$ cat src/rtl/p2s_pkg.sv
// Shared sizing helpers for the multi-bit parallel-to-serial converter.
// Latency: n/a (package only).
// Backpressure: n/a (package only).
package p2s_pkg;

  // Number of W-bit beats needed to carry one N-bit word.
  function automatic int p2s_beats(input int n, input int w);
    return n / w;
  endfunction

  // Beat counter width; kept at least 1 bit so BEATS = 1 still has a counter.
  function automatic int p2s_cw(input int n, input int w);
    int b;
    b = n / w;
    return (b > 1) ? $clog2(b) : 1;
  endfunction

endpackage

$ cat src/rtl/p2s_shift.sv
// Shift register, beat counter and output lane select for one word in flight.
// Latency: a load at edge k presents the first beat after edge k.
// Backpressure: while ser_valid_o && !ser_ready_i, sreg/cnt and all outputs hold.
//
// Ports:
//   clk, rstn    - clock, async active-low reset
//   load_i       - capture load_dat_i, restart beat count (overrides shift)
//   load_dat_i   - word to serialise
//   ser_ready_i  - downstream accepts current beat
//   ser_data_o   - current W-bit beat
//   ser_valid_o  - a word is in flight
//   ser_last_o   - current beat is the final one of the word
//   fin_o        - final beat consumed this cycle
module p2s_shift
  import p2s_pkg::*;
#(
  parameter int N         = 8,
  parameter int W         = 1,
  parameter int MSB_FIRST = 1
) (
  input  logic         clk,
  input  logic         rstn,
  input  logic         load_i,
  input  logic [N-1:0] load_dat_i,
  input  logic         ser_ready_i,
  output logic [W-1:0] ser_data_o,
  output logic         ser_valid_o,
  output logic         ser_last_o,
  output logic         fin_o
);

  localparam int BEATS = p2s_beats(N, W);
  localparam int CW    = p2s_cw(N, W);
  localparam logic [CW-1:0] LAST_CNT = CW'(BEATS - 1);

  logic [N-1:0]  sreg_q, sreg_d;
  logic [CW-1:0] cnt_q, cnt_d;
  logic          svalid_q, svalid_d;
  logic          fire;
  logic          last;

  assign fire = svalid_q && ser_ready_i;
  assign last = svalid_q && (cnt_q == LAST_CNT);

  assign ser_valid_o = svalid_q;
  assign ser_last_o  = last;
  assign fin_o       = fire && last;

  // Output lane is always at the end the shifter drains toward.
  generate
    if (MSB_FIRST != 0) begin : g_msb
      assign ser_data_o = sreg_q[N-1 -: W];
    end else begin : g_lsb
      assign ser_data_o = sreg_q[W-1:0];
    end
  endgenerate

  always_comb begin
    sreg_d   = sreg_q;
    cnt_d    = cnt_q;
    svalid_d = svalid_q;
    if (load_i) begin
      sreg_d   = load_dat_i;
      cnt_d    = '0;
      svalid_d = 1'b1;
    end else if (fire && last) begin
      svalid_d = 1'b0;
    end else if (fire) begin
      // Zero-fill the vacated lane so stale bits never reach the output end.
      sreg_d = (MSB_FIRST != 0) ? (sreg_q << W) : (sreg_q >> W);
      cnt_d  = cnt_q + CW'(1);
    end
  end

  always_ff @(posedge clk or negedge rstn) begin
    if (!rstn) begin
      sreg_q   <= '0;
      cnt_q    <= '0;
      svalid_q <= 1'b0;
    end else begin
      sreg_q   <= sreg_d;
      cnt_q    <= cnt_d;
      svalid_q <= svalid_d;
    end
  end

endmodule

$ cat src/rtl/p2s_multi.sv
// Parallel-to-serial converter: N-bit words in, N/W beats of W bits out, last beat flagged.
// Latency: par_fire at edge k with the shifter idle gives the first beat after edge k.
// Backpressure: one-word holding stage; par_ready = !hvalid, serial side holds while !ser_ready.
//
// Ports:
//   clk, rstn  - clock, async active-low reset
//   par_data   - parallel word in;  par_valid / par_ready handshake
//   ser_data   - W-bit beat out;    ser_valid / ser_ready handshake
//   ser_last   - current beat is the final beat of its word
module p2s_multi
  import p2s_pkg::*;
#(
  parameter int N         = 8,
  parameter int W         = 1,
  parameter int MSB_FIRST = 1
) (
  input  logic         clk,
  input  logic         rstn,
  input  logic [N-1:0] par_data,
  input  logic         par_valid,
  output logic         par_ready,
  output logic [W-1:0] ser_data,
  output logic         ser_valid,
  input  logic         ser_ready,
  output logic         ser_last
);

  generate
    if ((W < 1) || (W > N) || ((N % W) != 0)) begin : g_bad_params
      $error("p2s_multi: N must be a positive multiple of W");
    end
  endgenerate

  logic [N-1:0] hreg_q, hreg_d;
  logic         hvalid_q, hvalid_d;
  logic         par_fire;
  logic         load;
  logic [N-1:0] load_dat;
  logic         svalid;
  logic         fin;

  assign par_ready = !hvalid_q;
  assign par_fire  = par_valid && !hvalid_q;
  assign ser_valid = svalid;

  // Shifter refills when empty or finishing its last beat this cycle, which is
  // what lets consecutive words stream without a bubble.
  assign load     = (!svalid || fin) && (hvalid_q || par_fire);
  assign load_dat = hvalid_q ? hreg_q : par_data;

  always_comb begin
    hreg_d   = hreg_q;
    hvalid_d = hvalid_q;
    if (par_fire && (!load || hvalid_q)) begin
      // Incoming word cannot bypass straight into the shifter: park it.
      hreg_d   = par_data;
      hvalid_d = 1'b1;
    end else if (load && hvalid_q) begin
      hvalid_d = 1'b0;
    end
  end

  always_ff @(posedge clk or negedge rstn) begin
    if (!rstn) begin
      hreg_q   <= '0;
      hvalid_q <= 1'b0;
    end else begin
      hreg_q   <= hreg_d;
      hvalid_q <= hvalid_d;
    end
  end

  p2s_shift #(
    .N        (N),
    .W        (W),
    .MSB_FIRST(MSB_FIRST)
  ) u_shift (
    .clk        (clk),
    .rstn       (rstn),
    .load_i     (load),
    .load_dat_i (load_dat),
    .ser_ready_i(ser_ready),
    .ser_data_o (ser_data),
    .ser_valid_o(svalid),
    .ser_last_o (ser_last),
    .fin_o      (fin)
  );

endmodule

$ cat config.mk
export PLATFORM = sky130hd
export DESIGN_NAME = p2s_multi
export DESIGN_NICKNAME = d
export VERILOG_FILES = /design/src/rtl/p2s_pkg.sv /design/src/rtl/p2s_shift.sv /design/src/rtl/p2s_multi.sv
export SDC_FILE = /design/constraint.sdc
export NUM_CORES = 1
export LEC_CHECK = 0
export ABC_AREA = 0
export ABC_CLOCK_PERIOD_IN_PS = 2200
export CAP_MARGIN = 10
export CORE_MARGIN = 2
export CORE_UTILIZATION = 51
export DETAILED_ROUTE_END_ITERATION = 10
export PLACE_DENSITY_LB_ADDON = 0.05
export SKIP_CTS_REPAIR_TIMING = 1
export SYNTH_ARGS = -nofsm -noshare
export SYNTH_HDL_FRONTEND = slang
export SYNTH_SLANG_ARGS = --single-unit
$ cat constraint.sdc
create_clock -name clk -period 2.2 [get_ports clk]
set_clock_uncertainty 0.1 [all_clocks]
set_input_delay 0.44 -clock clk [delete_from_list [all_inputs] [get_ports clk]]
set_output_delay 0.44 -clock clk [all_outputs]
set_load 0.01 [all_outputs]
==> impl_metrics.yaml, run 1 <==
global_route:
  grt_pass1_vias: 713
  globalRouteOverflowTotal: 0
  grt_max_degree: 22
  antenna_found_initial: 0
  grt_pass1_wl_mm: 3.36
  grt.total_usage_pct: 18.7
sta:
  hold_viol: 0
  slew_headroom_pct: 82.6
  tightestPinTransition_ns: 0.262
  setup_viol_count_final: 0
  rsz0062_at_grt: "no"
  hold_ws_ns: 0.360
  period_needed_ns: 2.10
  post-route-period-util_pct: 95.3
  fmax_mhz: 477
  drv_slew: 0
cts:
  clock_sinks: 21
  cts_tree: "yes"
  htree_levels: 1
  clk_pin_slew_ns: 0.11
  cts_buffers: 3
  root_buffer: "clkbuf_4"
  cts_buffer_depth: 2
  insertion_delay_ns: 0.31
setup_path:
  slowest_stage: "dfrtp_1"
  critPathMostFrequentCell: "ha_1"
  worstPathMaxFanout: 8
  crit_family: "adder cells"
  startpoint_type: "flip-flop"
  startpoint: "u_shift.cnt_q[0]"
  crit_arrival_ns: 2.19
  cp.required_ns: 2.30
  cp_slowest_stage_delay_ns: 0.40
  path_buf_inv: 1
  path_class: "reg -> reg"
  path_cells: "ha_1 > ha_1 > a21bo_2 > or3b_1 > buf_4 > mux2_4"
  r2r-start: "u_shift.cnt_q[0]"
  crit_path_end_kind: "flip-flop"
finish:
  seq_area_um2: 526
  fillers: 164
  fin_nets: 115
  final_cells: 127
  multi_input_area_um2: 468
  n_antenna_cell: 0
  layout-drive-gt1-share_pct: 27.0
  area_delta_synth_final_pct: 23.2
die:
  coreArea_mm2: 0.00192
  ioPinCount: 16
  num_rows: 16
  start_util_pct: 53.3
  dieArea_mm2: 0.00238
  dieHeight_um: 48.8
  die_w_um: 48.8
drt:
  post_drt_wl_per_cell_um: 15.0
  routed_wirelength_mm: 1.91
  initialDrtViolationCount: 10
  antenna_left: 0
  vias: 696
  drc: 0
  drtPass1Iterations: 4
  viasPerCell: 5.48
synth:
  synth_xor_area_share_pct: 0.855
  ys_types: 22
  synthTopCellsByArea: "dfrtp_1, mux2_4, mux2i_1"
  async_reset_ff_share_pct: 100
  synthMuxAreaShare_pct: 22.5
  yosysWarnings: 0
  synth_edf_count: 0
  yosysSeqAreaShare_pct: 51.3
  synth-compound-area-share_pct: 9.16
  dominantRegCellSynth: "dfrtp_1"
  synth_cells: 79
  syn_area_mm2: 0.00102
  avgSynthCellArea_um2: 13.0
  yosys.area.top_type: "dfrtp_1"
  synth_top_family_by_area: "multiplexers"
  syn-num-nets: 93
  ys_ff_latch: 21
  synth_fa_ha_area_share_pct: 2.44
  synth_simple_gate_area_share_pct: 10.7
  yosys.area.top_type_share_pct: 51.3
placed_design:
  portBuffers: 15
  gp_congestion: 0.752
  hpwl_mm: 1.34
  place_inst: 122
power:
  p_leak_uw: 0.000630
  ir_drop_v: 0.000541
  cellPowerDensity_mw_per_mm2: 1130
status:
  outcome: "completed"
flow_run:
  drv_cap: 0
min_path:
  hold_path.class: "in -> async"
==> kinds of logic (layout without fill, tap and decap cells) <==
| family | Yosys count | in the layout |
|---|---|---|
| AO/OA/AOI/OAI | 9 | 9 |
| XOR/XNOR | 1 | 1 |
| adder cells (fa/ha/maj) | 2 | 2 |
| buffers and inverters | 6 | 27 |
| flip-flops | 21 | 21 |
| multiplexers | 19 | 19 |
| AND/OR/NAND/NOR | 21 | 21 |
==> state kept, by name, indices dropped and copies added (netlist names) <==
| name | cells |
|---|---|
| hreg_q | 8 |
| hvalid_q | 1 |
| u_shift.cnt_q | 3 |
| u_shift.ser_valid_o | 1 |
| u_shift.sreg_q | 8 |
==> where the power goes <==
| part | switching, uW | leakage (uW) | internal [uW] |
|---|---|---|---|
| registers | 107 | 0.000242 | 553 |
| logic | 217 | 0.000373 | 363 |
| clock network | 114 | 0.0000150 | 70.9 |
| total | 438 | 0.000630 | 988 |
==> cell usage in the layout (no fill, tap or decap), types with 2 or more instances in the layout <==
cell type        netlist  final
buf_4                  0      7
nor2_1                 5      5
nand3_1                7      7
ha_1                   2      2
o221a_2                7      7
mux2_4                 8      8
clkbuf_4               0      3
nand2_1                2      2
clkdlybuf4s50_1        0     14
and2_1                 2      2
mux2i_1               11     11
dfrtp_1               21     21
==> synth_stat cells (2+ instances only) <==
cell      count
nor2_1        5
ha_1          2
nand3_1       7
mux2_4        8
and2_1        2
o221a_2       7
nand2_1       2
dfrtp_1      21
mux2i_1      11
clkbuf_1      2
==> per-stage QoR <==
step | total power [uW] | util [%] | setup WS (ns) | TNS (ns) | instance area (um2)
2_1_floorplan | 1070 | - | 0.234 | 0 | 1020
3_3_place_gp | 1210 | 63.8 | 0.0257 | 0 | 1230
3_5_place_dp | 1240 | 63.8 | -0.00359 | -0.00359 | 1230
4_1_cts | 1430 | 65.2 | -0.119 | -0.119 | 1250
5_1_grt | 1540 | 65.7 | 0.0321 | 0 | 1260
6_report | 1430 | 65.7 | 0.104 | 0 | 1260
==> final cells by class <==
cell class / instances / area share, %
Timing Repair Buffer: 22 / 16.3
Sequential cell: 21 / 41.6
Multi-Input combinational cell: 52 / 37.1
Tap cell: 27 / 2.68
Inverter: 1 / 0.297
Clock buffer: 4 / 2.08
==> metal layers <==
layer,GRT usage [%],share of wire (%),wire length [um]
met1,23.6,47,891
met2,31.3,48,913
met3,3.37,3.7,71
met4,8.57,1.8,34
met5,0,0,0
==> final timing paths <==
check / endpoint / slack (ns) / cells after the start
setup / recovery: hreg_q[4] / 0.10 / 6
hold / removal: hvalid_q / 0.36 / 2
setup reg to reg: hreg_q[4] / 0.10 / 6
hold reg to reg: hreg_q[2] / 0.43 / 1
max in group asynchronous: u_shift.cnt_q[2] / 1.43 / 2
min in group clk: hreg_q[2] / 0.43 / 1
No activity file was read; power rests on OpenSTA's default activity.
==> run 2: changes to the inputs <==
--- a/config.mk
+++ b/config.mk
@@ -10,6 +10,7 @@
 export CAP_MARGIN = 10
 export CORE_MARGIN = 2
 export CORE_UTILIZATION = 51
+export CTS_CLUSTER_DIAMETER = 120
 export DETAILED_ROUTE_END_ITERATION = 10
 export PLACE_DENSITY_LB_ADDON = 0.05
 export SKIP_CTS_REPAIR_TIMING = 1
==> results of run 2 <==
No change in the layout: final DEF, timing and power equal those of run 1.
